[src/rtl/elevator_pkg.sv]
// elevator_pkg: direction encodings shared with the control FSM and a floor-index width helper.
package elevator_pkg;
  typedef enum logic [1:0] {
    DIR_IDLE = 2'b00,
    DIR_UP   = 2'b01,
    DIR_DOWN = 2'b10
  } dir_t;
  function automatic int floor_w(input int n);
    return n > 2 ? $clog2(n) : 1;
  endfunction
endpackage

[src/rtl/call_latch.sv]
// call_latch: latches rising edges of call buttons into pending; a clear on the same floor wins.
module call_latch #(
  parameter int N_FLOORS = 3
) (
  input  logic                clk10hz,
  input  logic                rst,
  input  logic [N_FLOORS-1:0] req,
  input  logic [N_FLOORS-1:0] clr,
  output logic [N_FLOORS-1:0] pending
);
  logic [N_FLOORS-1:0] prev;
  // History keeps tracking during reset so buttons held through reset are not seen as new presses.
  always_ff @(posedge clk10hz) prev <= req;
  always_ff @(posedge clk10hz)
    if (rst) pending <= '0;
    else pending <= (pending | (req & ~prev)) & ~clr;
endmodule

[src/rtl/elevator_call_scheduler.sv]
// elevator_call_scheduler: latches floor calls and picks the next target floor with a LOOK policy.
module elevator_call_scheduler
  import elevator_pkg::*;
#(
  parameter int N_FLOORS = 3,
  parameter int FLOOR_W  = floor_w(N_FLOORS)
) (
  input  logic                clk10hz,
  input  logic                rst,
  input  logic [N_FLOORS-1:0] req,
  input  logic [FLOOR_W-1:0]  curr_floor,
  input  logic                arrived,
  output logic [N_FLOORS-1:0] pending,
  output logic [FLOOR_W-1:0]  target_floor,
  output logic                target_valid,
  output logic [1:0]          dir
);
  dir_t                state, state_n;
  logic [FLOOR_W-1:0]  tgt_n;
  logic                vld_n, valid_c, up_first;
  logic [N_FLOORS-1:0] c_mask;
  logic [FLOOR_W:0]    up, dn, ua, da;
  function automatic logic [FLOOR_W:0] find_up(input logic [N_FLOORS-1:0] p, input logic [FLOOR_W-1:0] c);
    find_up = '0;
    for (int i = N_FLOORS - 1; i >= 0; i--) if (p[i] && i >= int'(c)) find_up = {1'b1, FLOOR_W'(i)};
  endfunction
  function automatic logic [FLOOR_W:0] find_dn(input logic [N_FLOORS-1:0] p, input logic [FLOOR_W-1:0] c);
    find_dn = '0;
    for (int i = 0; i < N_FLOORS; i++) if (p[i] && i <= int'(c)) find_dn = {1'b1, FLOOR_W'(i)};
  endfunction
  assign valid_c = int'(curr_floor) < N_FLOORS;
  assign c_mask  = valid_c ? N_FLOORS'(1) << curr_floor : '0;
  call_latch #(.N_FLOORS(N_FLOORS)) u_latch (
    .clk10hz (clk10hz),
    .rst     (rst),
    .req     (req),
    .clr     (arrived ? c_mask : '0),
    .pending (pending)
  );
  assign up = find_up(pending, curr_floor);
  assign dn = find_dn(pending, curr_floor);
  // Strictly above / below the car: used by IDLE to pick the nearer side, ties going up.
  assign ua = find_up(pending & ~c_mask, curr_floor);
  assign da = find_dn(pending & ~c_mask, curr_floor);
  assign up_first = ua[FLOOR_W] && (!da[FLOOR_W] ||
                    (ua[FLOOR_W-1:0] - curr_floor) <= (curr_floor - da[FLOOR_W-1:0]));
  always_comb begin
    state_n = state;
    tgt_n   = target_floor;
    vld_n   = 1'b0;
    if (valid_c) begin
      vld_n = |pending;
      case (state)
        DIR_IDLE:
          if (pending == c_mask && |pending) tgt_n = curr_floor;
          else if (|pending) begin
            state_n = up_first ? DIR_UP : DIR_DOWN;
            tgt_n   = up_first ? up[FLOOR_W-1:0] : dn[FLOOR_W-1:0];
          end
        DIR_UP: begin
          state_n = up[FLOOR_W] ? DIR_UP : dn[FLOOR_W] ? DIR_DOWN : DIR_IDLE;
          tgt_n   = up[FLOOR_W] ? up[FLOOR_W-1:0] : dn[FLOOR_W] ? dn[FLOOR_W-1:0] : target_floor;
        end
        DIR_DOWN: begin
          state_n = dn[FLOOR_W] ? DIR_DOWN : up[FLOOR_W] ? DIR_UP : DIR_IDLE;
          tgt_n   = dn[FLOOR_W] ? dn[FLOOR_W-1:0] : up[FLOOR_W] ? up[FLOOR_W-1:0] : target_floor;
        end
        default: state_n = DIR_IDLE;
      endcase
    end
  end
  always_ff @(posedge clk10hz)
    if (rst) begin
      state        <= DIR_IDLE;
      target_floor <= '0;
      target_valid <= 1'b0;
    end else begin
      state        <= state_n;
      target_floor <= tgt_n;
      target_valid <= vld_n;
    end
  assign dir = state;
endmodule

[config.mk]
export PLATFORM = sky130hd
export DESIGN_NAME = elevator_call_scheduler
export DESIGN_NICKNAME = d
export VERILOG_FILES = /design/src/rtl/elevator_pkg.sv /design/src/rtl/call_latch.sv /design/src/rtl/elevator_call_scheduler.sv
export SDC_FILE = /design/constraint.sdc
export NUM_CORES = 1
export LEC_CHECK = 0
export ABC_AREA = 1
export BUFFER_PORTS_ARGS = -buffer_cell sky130_fd_sc_hd__buf_2
export CORE_MARGIN = 2
export CORE_UTILIZATION = 55
export CTS_CLUSTER_SIZE = 16
export DETAILED_ROUTE_END_ITERATION = 7
export PLACE_DENSITY = 0.78
export SLEW_MARGIN = 20
export SYNTH_ARGS = -nofsm -noshare
export SYNTH_HDL_FRONTEND = slang
export SYNTH_SLANG_ARGS = --single-unit
[constraint.sdc]
create_clock -name clk10hz -period 8.1 [get_ports clk10hz]
set_input_delay 2.43 -clock clk10hz [delete_from_list [all_inputs] [get_ports clk10hz]]
set_output_delay 2.43 -clock clk10hz [all_outputs]
set_load 0.01 [all_outputs]
==> qor.yml <==
outcome: "complete, no violations"
worstHoldPathType: "reg2reg"
min_period_over_period_pct: 60.4
ys_warn_count: 0
drtPass1Iterations: 4
cts.sink_count: 11
placed_area_mm2: 0.00110
setup_tns_ns: 0
drive_gt1_share_pct: 25.0
hold_ep: "target_floor[1]$_SDFFE_PP0P_"
grt_pass1_vias: 824
dominant_cell_type_by_count_on_the_critical_path: "sky130_fd_sc_hd__nand2_1"
layout.cell_area.non_filler_mm2: 0.00113
yosys-top-cells-area: "sky130_fd_sc_hd__dfxtp_1 22%, sky130_fd_sc_hd__ha_1 14%, sky130_fd_sc_hd__nand2_1 13%"
synth_top_area_share_pct: 21.8
drv_cap: 0
cts_setup_buffers: 0
root_buffer: "sky130_fd_sc_hd__clkbuf_4"
place.gp.congestion: 0.922
cts.hold.buffers_added: 0
worstPathCellList: "buf_2, inv_6, nand2_4, ha_1, nand2_1, nand3_1, ha_1, xor2_1, xor2_1, inv_1, ha_1, nand2_1, a21boi_0, nand2_4, nand2_2, nand2_1, nand3_1, nand2_1, nand2_1, a21oi_2"
syn-instance-count: 147
grt_util_all_layers_pct: 22.0
register_area_um2: 220
critPathMaxStageDelay_ns: 0.31
number_of_antenna_violations_at_the_first_check_in_global_routing: 0
syn_to_final_growth_pct: 11.6
min_delay_path_depth: 2
floorplan.rows: 15
timing.critical_path.required_ns: 8.26
setup_repair_after_global_routing_missed_its_margin: "no"
max-clock-path-buffers: 2
hold_path_startpoint: "target_floor[1]$_SDFFE_PP0P_"
r2r-end: "target_floor[0]$_SDFFE_PP0P_"
drt_drc_violations_left: 0
cts-buffers-inserted: 3
finalHoldViolCount: 0
reg2regPathDepth: 16
drt-initial-drc-count: 37
io_buffers: 15
cp-start-kind: "primary input"
multi_input_area_um2: 676
die_y_um: 46.8
fin_util_pct: 65.3
path_clk_slew_ns: 0.07
timing.rr.start: "u_latch.pending[1]$_SDFF_PP0_"
worstPathMaxFanout: 9
max_clock_freq_mhz: 204
synth.largest_area_cell: "sky130_fd_sc_hd__dfxtp_1"
routedLengthMet1_um: 970
coreArea_mm2: 0.00173
setup_violations: 0
antenna_cells: 0
cts_htree_levels: 1
met3_wirelength_um: 84
topRoutingLayerUsed: "met4"
globalRoute.totalOverflow: 0
final.fill_count: 162
layout.nets: 184
max_slew.worst_pin.slew_ns: 0.333
area_of_the_mapped_netlist_mm2: 0.00101
synthesis.nets: 166
die_w_um: 46.8
ys_seq_elements: 11
cp-end-kind: "flip-flop"
clock_insertion_delay_worst_skew_ns: 0.26
leakagePower_nw: 0.612
timing.critical_path.slowest_stage_cell: "sky130_fd_sc_hd__a21boi_0"
routed_wire_length_per_instance_um: 11.0
critPathKind: "in2reg"
via_count: 985
synthesis.area_per_instance_um2: 6.87
design.portCount: 16
starting_utilization_of_the_core_area_pct: 58.5
cts_tree: "yes"
final_max_slew_violation_count: 0
wirelength_um: 2090
global_route_wire_length_before_repair_um: 3390
max_transition_margin_pct: 77.6
min_period_ns: 4.89
postCtsResizedCells: 0
viasPerCell: 5.21
seq_area_frac_synth_pct: 21.8
timing.clock.skew_ns: 0.00471
met2_length_um: 990
power-per-cell-area_mw_per_mm2: 162
data_arrival_time_of_the_critical_path_ns: 5.05
regToRegSetupSlack_ns: 5.31
maximum_number_of_pins_on_one_net_before_global_route_repair: 10
sum_of_net_half_perimeters_after_detailed_placement_um: 1730
yosys.cell_types.count: 24
die-area_mm2: 0.00219
postRouteAntennaNets: 0
worst_ir_drop_vdd_mv: 0.0760
## worst max path at each step
stage                  start                      endpoint  slack (ns)  cells after the start
6_report       curr_floor[1]  target_floor[0]$_SDFFE_PP0P_        3.21                     20
3_5_place_dp   curr_floor[1]  target_floor[0]$_SDFFE_PP0P_        2.96                     20
4_1_cts        curr_floor[1]  target_floor[0]$_SDFFE_PP0P_        3.23                     20
3_3_place_gp   curr_floor[1]  target_floor[0]$_SDFFE_PP0P_        3.02                     20
5_1_grt        curr_floor[1]  target_floor[1]$_SDFFE_PP0P_        2.92                     20
2_1_floorplan  curr_floor[1]  target_floor[1]$_SDFFE_PP0P_        3.26                     20
## cell usage in the layout, fill, tap and decap left out
cell	count
sky130_fd_sc_hd__nand2_2	2
sky130_fd_sc_hd__nand4_1	4
sky130_fd_sc_hd__a21oi_1	6
sky130_fd_sc_hd__nand4_2	1
sky130_fd_sc_hd__nor3_1	3
sky130_fd_sc_hd__inv_6	1
sky130_fd_sc_hd__a211oi_1	1
sky130_fd_sc_hd__xor2_1	3
sky130_fd_sc_hd__dfxtp_1	11
sky130_fd_sc_hd__buf_2	15
sky130_fd_sc_hd__clkbuf_1	1
sky130_fd_sc_hd__a21oi_2	4
sky130_fd_sc_hd__nand2_1	36
sky130_fd_sc_hd__nand3_4	1
sky130_fd_sc_hd__inv_2	4
sky130_fd_sc_hd__ha_1	11
sky130_fd_sc_hd__nand3_1	14
sky130_fd_sc_hd__nand3_2	2
sky130_fd_sc_hd__nor2_1	9
sky130_fd_sc_hd__clkbuf_4	3
sky130_fd_sc_hd__o21ai_0	3
sky130_fd_sc_hd__a21boi_0	1
sky130_fd_sc_hd__inv_1	20
sky130_fd_sc_hd__nor2_2	3
sky130_fd_sc_hd__nand2_4	5
## worst max-delay path: cells and delay by family
family	cells	cell delay [ns]
xor gates and xnor gates	2	0.32
and+or+nand+nor	10	0.85
adders and majority gates	3	0.71
buffers and inverters	3	0.36
AOI/OAI and AO/OA	2	0.36
## sequential cells by signal, summed over array words and instances (netlist names)
| register | cells |
|---|---|
| u_latch.pending | 3 |
| target_floor | 2 |
| target_valid | 1 |
| dir | 2 |
| u_latch.prev | 3 |
## Yosys cell counts (all sizes together)
master,n
a211oi,1
a21boi,1
a21oi,10
buf,1
clkbuf,1
dfxtp,11
ha,11
inv,25
nand2,43
nand3,17
nand4,5
nor2,12
nor3,3
o21ai,3
xor2,3
## kinds of logic after synthesis
group	Yosys count	share of synthesized area (%)
flops	11	21.8
compound gates	15	9.42
xor+xnor	3	2.60
simple gates	80	41.3
fa+ha+maj	11	13.6
buf+inv	27	11.3
## power by group
part / switching [mW] / internal, mW / total (mW)
Combinational: 0.0511 / 0.0307 / 0.0818
Sequential: 0.00516 / 0.0596 / 0.0647
Clock: 0.0167 / 0.0190 / 0.0358
Total: 0.0730 / 0.109 / 0.182
## per-stage QoR
stage	hold slack [ns]	power (mW)	setup WS, ns	instances
after global placement	0.461	0.144	3.02	185
after detailed placement	0.469	0.147	2.96	185
after global routing	0.494	0.198	2.92	189
after CTS	0.479	0.183	3.23	189
final	0.478	0.182	3.21	189
after floorplan	0.499	0.128	3.26	147
## routing by layer
layer	track usage, %	vias to the layer above
met2	38.1	29
met1	26.6	441
met3	1.15	4
met5	0	-
met4	13.3	0
li1	-	511
## cell type report
type	instances	area share, %
multi-input combinational	109	59.9
sequential	11	19.5
inverter	25	8.77
timing repair buffer	15	6.66
tap	25	2.77
clock buffer	4	2.33
Power figures use the tool's default switching activity.
